$ cat src/rtl/uart_rx_if.sv
// uart_rx_if: receive-side bundle between the UART receiver and its consumer.
// master drives the serial line, enable and ack; slave is the receiver itself.
interface uart_rx_if;
  logic       ena;
  logic       rx;
  logic       ack;
  logic [7:0] data;
  logic       valid;
  logic       frame_err;
  logic       overrun;
  logic       busy;
  logic       parity_err;

  modport master (
    output ena, rx, ack,
    input  data, valid, frame_err, overrun, busy, parity_err
  );

  modport slave (
    input  ena, rx, ack,
    output data, valid, frame_err, overrun, busy, parity_err
  );
endinterface

$ cat src/rtl/uart_rx.sv
// uart_rx: 8N1 UART receiver with mid-bit sampling, LSB-first assembly,
// one-cycle valid / frame_err strobes and a sticky overrun flag.
// Optional even-parity bit between data and stop: define UART_RX_PARITY_EN.
// CLKS_PER_BIT must be even and >= 4; 2**CNT_W must exceed CLKS_PER_BIT.
module uart_rx #(
  parameter int CLKS_PER_BIT = 16,
  parameter int CNT_W        = 8
) (
  input  logic     clk,
  input  logic     rst_n,
  uart_rx_if.slave bus
);

  localparam logic [CNT_W-1:0] HALF_LAST = CNT_W'(CLKS_PER_BIT / 2 - 1);
  localparam logic [CNT_W-1:0] BIT_LAST  = CNT_W'(CLKS_PER_BIT - 1);
  localparam logic [CNT_W-1:0] TICK_ONE  = CNT_W'(1);

`ifdef UART_RX_PARITY_EN
  typedef enum logic [2:0] {IDLE, START, DATA, PARITY, STOP, BREAK} state_t;
`else
  typedef enum logic [2:0] {IDLE, START, DATA, STOP, BREAK} state_t;
`endif

  state_t           state_reg, state_next;
  logic             rx_meta_reg, rx_s_reg;
  logic [CNT_W-1:0] tick_reg, tick_next;
  logic [2:0]       bit_reg, bit_next;
  logic [7:0]       shift_reg, shift_next;
  logic [7:0]       data_reg, data_next;
  logic             valid_reg, valid_next;
  logic             frame_err_reg, frame_err_next;
  logic             pending_reg, pending_next;
  logic             overrun_reg, overrun_next;
  logic             accept_byte;
`ifdef UART_RX_PARITY_EN
  logic             par_bad_reg, par_bad_next;
  logic             parity_err_reg, parity_err_next;
`endif

  // Two-flop synchronizer; the line idles high so both flops reset to 1.
  always_ff @(posedge clk) begin
    if (!rst_n) begin
      rx_meta_reg <= 1'b1;
      rx_s_reg    <= 1'b1;
    end else begin
      rx_meta_reg <= bus.rx;
      rx_s_reg    <= rx_meta_reg;
    end
  end

  // State, counters, shift register and registered outputs.
  always_ff @(posedge clk) begin
    if (!rst_n) begin
      state_reg      <= IDLE;
      tick_reg       <= '0;
      bit_reg        <= '0;
      shift_reg      <= '0;
      data_reg       <= 8'h00;
      valid_reg      <= 1'b0;
      frame_err_reg  <= 1'b0;
      pending_reg    <= 1'b0;
      overrun_reg    <= 1'b0;
`ifdef UART_RX_PARITY_EN
      par_bad_reg    <= 1'b0;
      parity_err_reg <= 1'b0;
`endif
    end else begin
      state_reg      <= state_next;
      tick_reg       <= tick_next;
      bit_reg        <= bit_next;
      shift_reg      <= shift_next;
      data_reg       <= data_next;
      valid_reg      <= valid_next;
      frame_err_reg  <= frame_err_next;
      pending_reg    <= pending_next;
      overrun_reg    <= overrun_next;
`ifdef UART_RX_PARITY_EN
      par_bad_reg    <= par_bad_next;
      parity_err_reg <= parity_err_next;
`endif
    end
  end

  // Next-state logic: walk the frame, sampling rx_s when the tick counter
  // reaches mid-bit, and decide the strobes one cycle ahead of their output.
  always_comb begin
    state_next     = state_reg;
    tick_next      = tick_reg;
    bit_next       = bit_reg;
    shift_next     = shift_reg;
    data_next      = data_reg;
    valid_next     = 1'b0;
    frame_err_next = 1'b0;
    pending_next   = pending_reg;
    overrun_next   = overrun_reg;
    accept_byte    = 1'b0;
`ifdef UART_RX_PARITY_EN
    par_bad_next    = par_bad_reg;
    parity_err_next = 1'b0;
`endif

    if (bus.ack) begin
      pending_next = 1'b0;
      overrun_next = 1'b0;
    end

    if (!bus.ena) begin
      state_next = IDLE;
      tick_next  = '0;
      bit_next   = '0;
    end else begin
      case (state_reg)
        IDLE: begin
          if (!rx_s_reg) begin
            state_next = START;
            tick_next  = '0;
          end
        end
        START: begin
          if (tick_reg == HALF_LAST) begin
            tick_next  = '0;
            bit_next   = '0;
            // A start bit that is high again at mid-bit was only a glitch.
            state_next = rx_s_reg ? IDLE : DATA;
          end else begin
            tick_next = tick_reg + TICK_ONE;
          end
        end
        DATA: begin
          if (tick_reg == BIT_LAST) begin
            tick_next           = '0;
            shift_next[bit_reg] = rx_s_reg;
            if (bit_reg == 3'd7) begin
`ifdef UART_RX_PARITY_EN
              state_next = PARITY;
`else
              state_next = STOP;
`endif
            end else begin
              bit_next = bit_reg + 3'd1;
            end
          end else begin
            tick_next = tick_reg + TICK_ONE;
          end
        end
`ifdef UART_RX_PARITY_EN
        PARITY: begin
          if (tick_reg == BIT_LAST) begin
            tick_next    = '0;
            par_bad_next = (^shift_reg) ^ rx_s_reg;
            state_next   = STOP;
          end else begin
            tick_next = tick_reg + TICK_ONE;
          end
        end
`endif
        STOP: begin
          if (tick_reg == BIT_LAST) begin
            tick_next = '0;
            if (rx_s_reg) begin
              state_next = IDLE;
`ifdef UART_RX_PARITY_EN
              parity_err_next = par_bad_reg;
              accept_byte     = !par_bad_reg;
`else
              accept_byte     = 1'b1;
`endif
            end else begin
              frame_err_next = 1'b1;
              state_next     = BREAK;
            end
          end else begin
            tick_next = tick_reg + TICK_ONE;
          end
        end
        BREAK: begin
          if (rx_s_reg) state_next = IDLE;
        end
        default: state_next = IDLE;
      endcase
    end

    // A new byte wins over a simultaneous ack: it stays pending, no overrun.
    if (accept_byte) begin
      data_next    = shift_reg;
      valid_next   = 1'b1;
      pending_next = 1'b1;
      if (pending_reg && !bus.ack) overrun_next = 1'b1;
    end
  end

  assign bus.data      = data_reg;
  assign bus.valid     = valid_reg;
  assign bus.frame_err = frame_err_reg;
  assign bus.overrun   = overrun_reg;
  assign bus.busy      = (state_reg != IDLE);
`ifdef UART_RX_PARITY_EN
  assign bus.parity_err = parity_err_reg;
`else
  assign bus.parity_err = 1'b0;
`endif

endmodule
$ cat src/flat_wrapper.sv
// flat-port wrapper written by rule: the top's interface ports become plain ports
module uart_rx_flat 
#(
  parameter int CLKS_PER_BIT = 16,
  parameter int CNT_W        = 8
)
  (clk, rst_n, bus_ena, bus_rx, bus_ack, bus_data, bus_valid, bus_frame_err, bus_overrun, bus_busy, bus_parity_err);
  uart_rx_if bus_i ();
  input  logic clk;
  input  logic rst_n;
  input wire logic [$bits(bus_i.ena)-1:0] bus_ena;
  input wire logic [$bits(bus_i.rx)-1:0] bus_rx;
  input wire logic [$bits(bus_i.ack)-1:0] bus_ack;
  output wire logic [$bits(bus_i.data)-1:0] bus_data;
  output wire logic [$bits(bus_i.valid)-1:0] bus_valid;
  output wire logic [$bits(bus_i.frame_err)-1:0] bus_frame_err;
  output wire logic [$bits(bus_i.overrun)-1:0] bus_overrun;
  output wire logic [$bits(bus_i.busy)-1:0] bus_busy;
  output wire logic [$bits(bus_i.parity_err)-1:0] bus_parity_err;
  assign bus_i.ena = bus_ena;
  assign bus_i.rx = bus_rx;
  assign bus_i.ack = bus_ack;
  assign bus_data = bus_i.data;
  assign bus_valid = bus_i.valid;
  assign bus_frame_err = bus_i.frame_err;
  assign bus_overrun = bus_i.overrun;
  assign bus_busy = bus_i.busy;
  assign bus_parity_err = bus_i.parity_err;
  uart_rx #(.CLKS_PER_BIT(CLKS_PER_BIT), .CNT_W(CNT_W)) u_core (.clk(clk), .rst_n(rst_n), .bus(bus_i));
endmodule
$ cat config.mk
export PLATFORM = sky130hd
export DESIGN_NAME = uart_rx_flat
export DESIGN_NICKNAME = d
export VERILOG_FILES = /design/src/rtl/uart_rx_if.sv /design/src/rtl/uart_rx.sv /design/src/flat_wrapper.sv
export SDC_FILE = /design/constraint.sdc
export NUM_CORES = 1
export LEC_CHECK = 0
export ABC_AREA = 1
export CORE_ASPECT_RATIO = 0.75
export CORE_MARGIN = 10
export CORE_UTILIZATION = 50
export CTS_CLUSTER_SIZE = 12
export DETAILED_ROUTE_END_ITERATION = 16
export MAX_ROUTING_LAYER = met4
export PLACE_DENSITY = 0.74
export REMOVE_ABC_BUFFERS = 1
export SLEW_MARGIN = 20
export SYNTH_ARGS = -nofsm -noshare
export SYNTH_HDL_FRONTEND = slang
export SYNTH_SLANG_ARGS = --single-unit
$ cat constraint.sdc
create_clock -name clk -period 1.6 [get_ports clk]
set_input_delay 0.32 -clock clk [delete_from_list [all_inputs] [get_ports clk]]
set_output_delay 0.32 -clock clk [all_outputs]
set_load 0.01 [all_outputs]
==> metrics.yaml <==
status: "finished clean"
clkTransAtPathRegs_ns: 0.07
clk_path_buf_depth: 2
crit_type: "flip-flop to primary output"
power.share.switching_pct: 27.1
numCtsBuffers: 5
r2r_start: "u_core.bit_reg[1]"
setup_viol_count_final: 0
antenna_left: 0
initial_utilization_pct: 53.1
die_area_um2: 6410
cpPeakStageDelay_ns: 0.54
clk_latency_ns: 0.28
dp.final_hpwl_um: 2850
pin_count: 18
drv_slew: 0
grt_overflow: 0
port_buffers: 16
drive_above_1_share_pct: 15.2
p_comb_share_pct: 13.7
num_rows: 18
die_w_um: 89.2
synth_top_cell_area_share_pct: 40.1
wl_per_cell_um: 11.1
ys_ff_latch: 36
crit_family: "buffers and inverters"
yosysSeqAreaShare_pct: 40.1
p_int_uw: 1290
cts_sinks: 36
cp.arrival_ns: 1.17
first_global_vias: 1399
cp.required_ns: 1.28
switchingPower_uw: 480
rr_endpoint: "u_core.state_reg[2]"
hold_violations: 0
yosysWarningCount: 0
pwr-share-seq_pct: 52.3
syn_avg_cell_area_um2: 6.70
powerDensity_nw_per_um2: 812
syn-cell-area_um2: 1800
dr.pass1.iters: 4
synth_edf_count: 0
grt_pass1_wl_um: 6310
synth_cells: 268
path_buf_inv: 1
min_to: "u_core.rx_s_reg"
skew_ns: 0.00284
die_h_um: 71.9
via_per_inst: 4.78
core_um2: 3380
cts_root_buf: "clkbuf_8"
drc: 0
rrSetupSlack_ns: 0.13
grt_max_degree: 19
ys_types: 30
min_from: "u_core.rx_meta_reg"
hold_depth: 1
ir_drop_mv: 0.587
wl_um: 3730
startpoint_type: "flip-flop"
cp_cell_sequence: "clkdlybuf4s50_1"
async_flop_share_pct: 0
antenna_found_initial: 0
h-tree-depth: 2
fin_util_pct: 64.5
rr_worst_depth: 9
min_path_type: "flip-flop to flip-flop"
period_needed_ns: 1.49
path_max_fanout: 2
yosys.area.top_type: "dfxtp_1"
synth_area_leaders: "dfxtp_1, nand2_1, nor2_1"
clock.fmax_mhz: 670
p_leak_uw: 0.00104
worstSetupEndpointType: "primary output"
period_share_pct: 93.3
area_delta_synth_final_pct: 21.3
p_clk_share_pct: 34.0
synth_flop_cell: "dfxtp_1"
globalplace.congestion: 0.869
insertedDiodeCount: 0
holdWs_ns: 0.423
drv_cap: 0
cts_tree: "built"
rsz0062_at_grt: "yes"
layout.nets: 305
vias: 1611
slowest_stage: "clkdlybuf4s50_1"
hold_buffers: 0
grt_usage_pct: 12.5
drtIter0Drc: 173
repair_timing:
item | CTS | global route
setup buffers | 0 | 0
pin swaps | 0 | 2
endpoints found under the setup margin | 9 | 24
resized for setup | 5 | 8
per-layer routing:
layer  routed length (um)  track usage, %  up-vias
met5                    0               -        -
met4                   43            4.75        0
met3                  154            3.57        5
met2                 1430            15.4       28
met1                 2110            18.3      691
li1                     -               -      887
synthesized netlist by cell type (3+ instances only):
| library cell | count |
|---|---|
| a21oi_1 | 14 |
| dfxtp_1 | 36 |
| ha_1 | 3 |
| inv_1 | 35 |
| nand2_1 | 69 |
| nand3_1 | 22 |
| nand4_1 | 5 |
| nor2_1 | 45 |
| nor2_2 | 11 |
| o21ai_0 | 3 |
cell usage in the layout, fill, tap and decap left out, drive strengths merged:
cell type       n
clkinv          1
inv            37
dlygate4sd2     1
a21oi          14
clkdlybuf4s50  15
nand2          72
nor3            2
conb            1
o21bai          1
xor2            1
ha              3
nor4            1
dfxtp          36
clkbuf          6
xnor2           1
nand3          23
buf            11
o21ai           5
or2             2
nor2           58
nand3b          1
nand4           5
cell families after synthesis:
kind of cell | Yosys count | synth area share (%)
AND/OR/NAND/NOR | 164 | 41.2
buffers and inverters | 42 | 9.48
flip-flops | 36 | 40.1
AO/OA/AOI/OAI | 20 | 5.92
adder cells (fa/ha/maj) | 3 | 2.09
XOR/XNOR | 2 | 0.976
other | 1 | 0.209
cell type report:
class	count	area, um2
Multi-Input combinational cell	190	936
Tap cell	40	50.0
Inverter	37	139
Fill cell	301	1200
Timing Repair Buffer	27	245
Clock buffer	6	72.6
Sequential cell	36	731
Clock inverter	1	5.00
worst max path at each step:
| stage | from | endpoint | slack [ns] | depth (start not counted) |
|---|---|---|---|---|
| after floorplan | u_core.tick_reg[0] | u_core.bus.data[0] | 0.14 | 8 |
| after global placement | bus_ena | u_core.bus.data[7] | 0.08 | 7 |
| after detailed placement | u_core.tick_reg[1] | u_core.bus.data[6] | 0.007 | 9 |
| after CTS | u_core.tick_reg[1] | u_core.bus.data[4] | 0.007 | 9 |
| after global routing | u_core.tick_reg[0] | u_core.tick_reg[0] | -0.02 | 6 |
| final | u_core.bus.overrun | bus_overrun | 0.11 | 1 |
power by group through the flow:
stage                     logic, uW  clock network [uW]  registers, uW
final                           242                 602            926
after global routing            275                 662            927
after CTS                       239                 614            926
after detailed placement        241                   0            944
after global placement          242                   0            943
after floorplan                 149                   0            941
through the flow:
stage | cells | setup TNS (ns) | cell area, um2 | total power (uW) | setup slack, ns
floorplan | 263 | 0 | 1760 | 1090 | 0.136
finish | 337 | 0 | 2180 | 1770 | 0.107
detailed placement | 330 | 0 | 2060 | 1190 | 0.00708
CTS | 337 | 0 | 2140 | 1780 | 0.00725
global route | 337 | -0.0248 | 2180 | 1860 | -0.0240
global placement | 330 | 0 | 2060 | 1190 | 0.0804
Note: power is estimated with default switching activity, not from simulation.
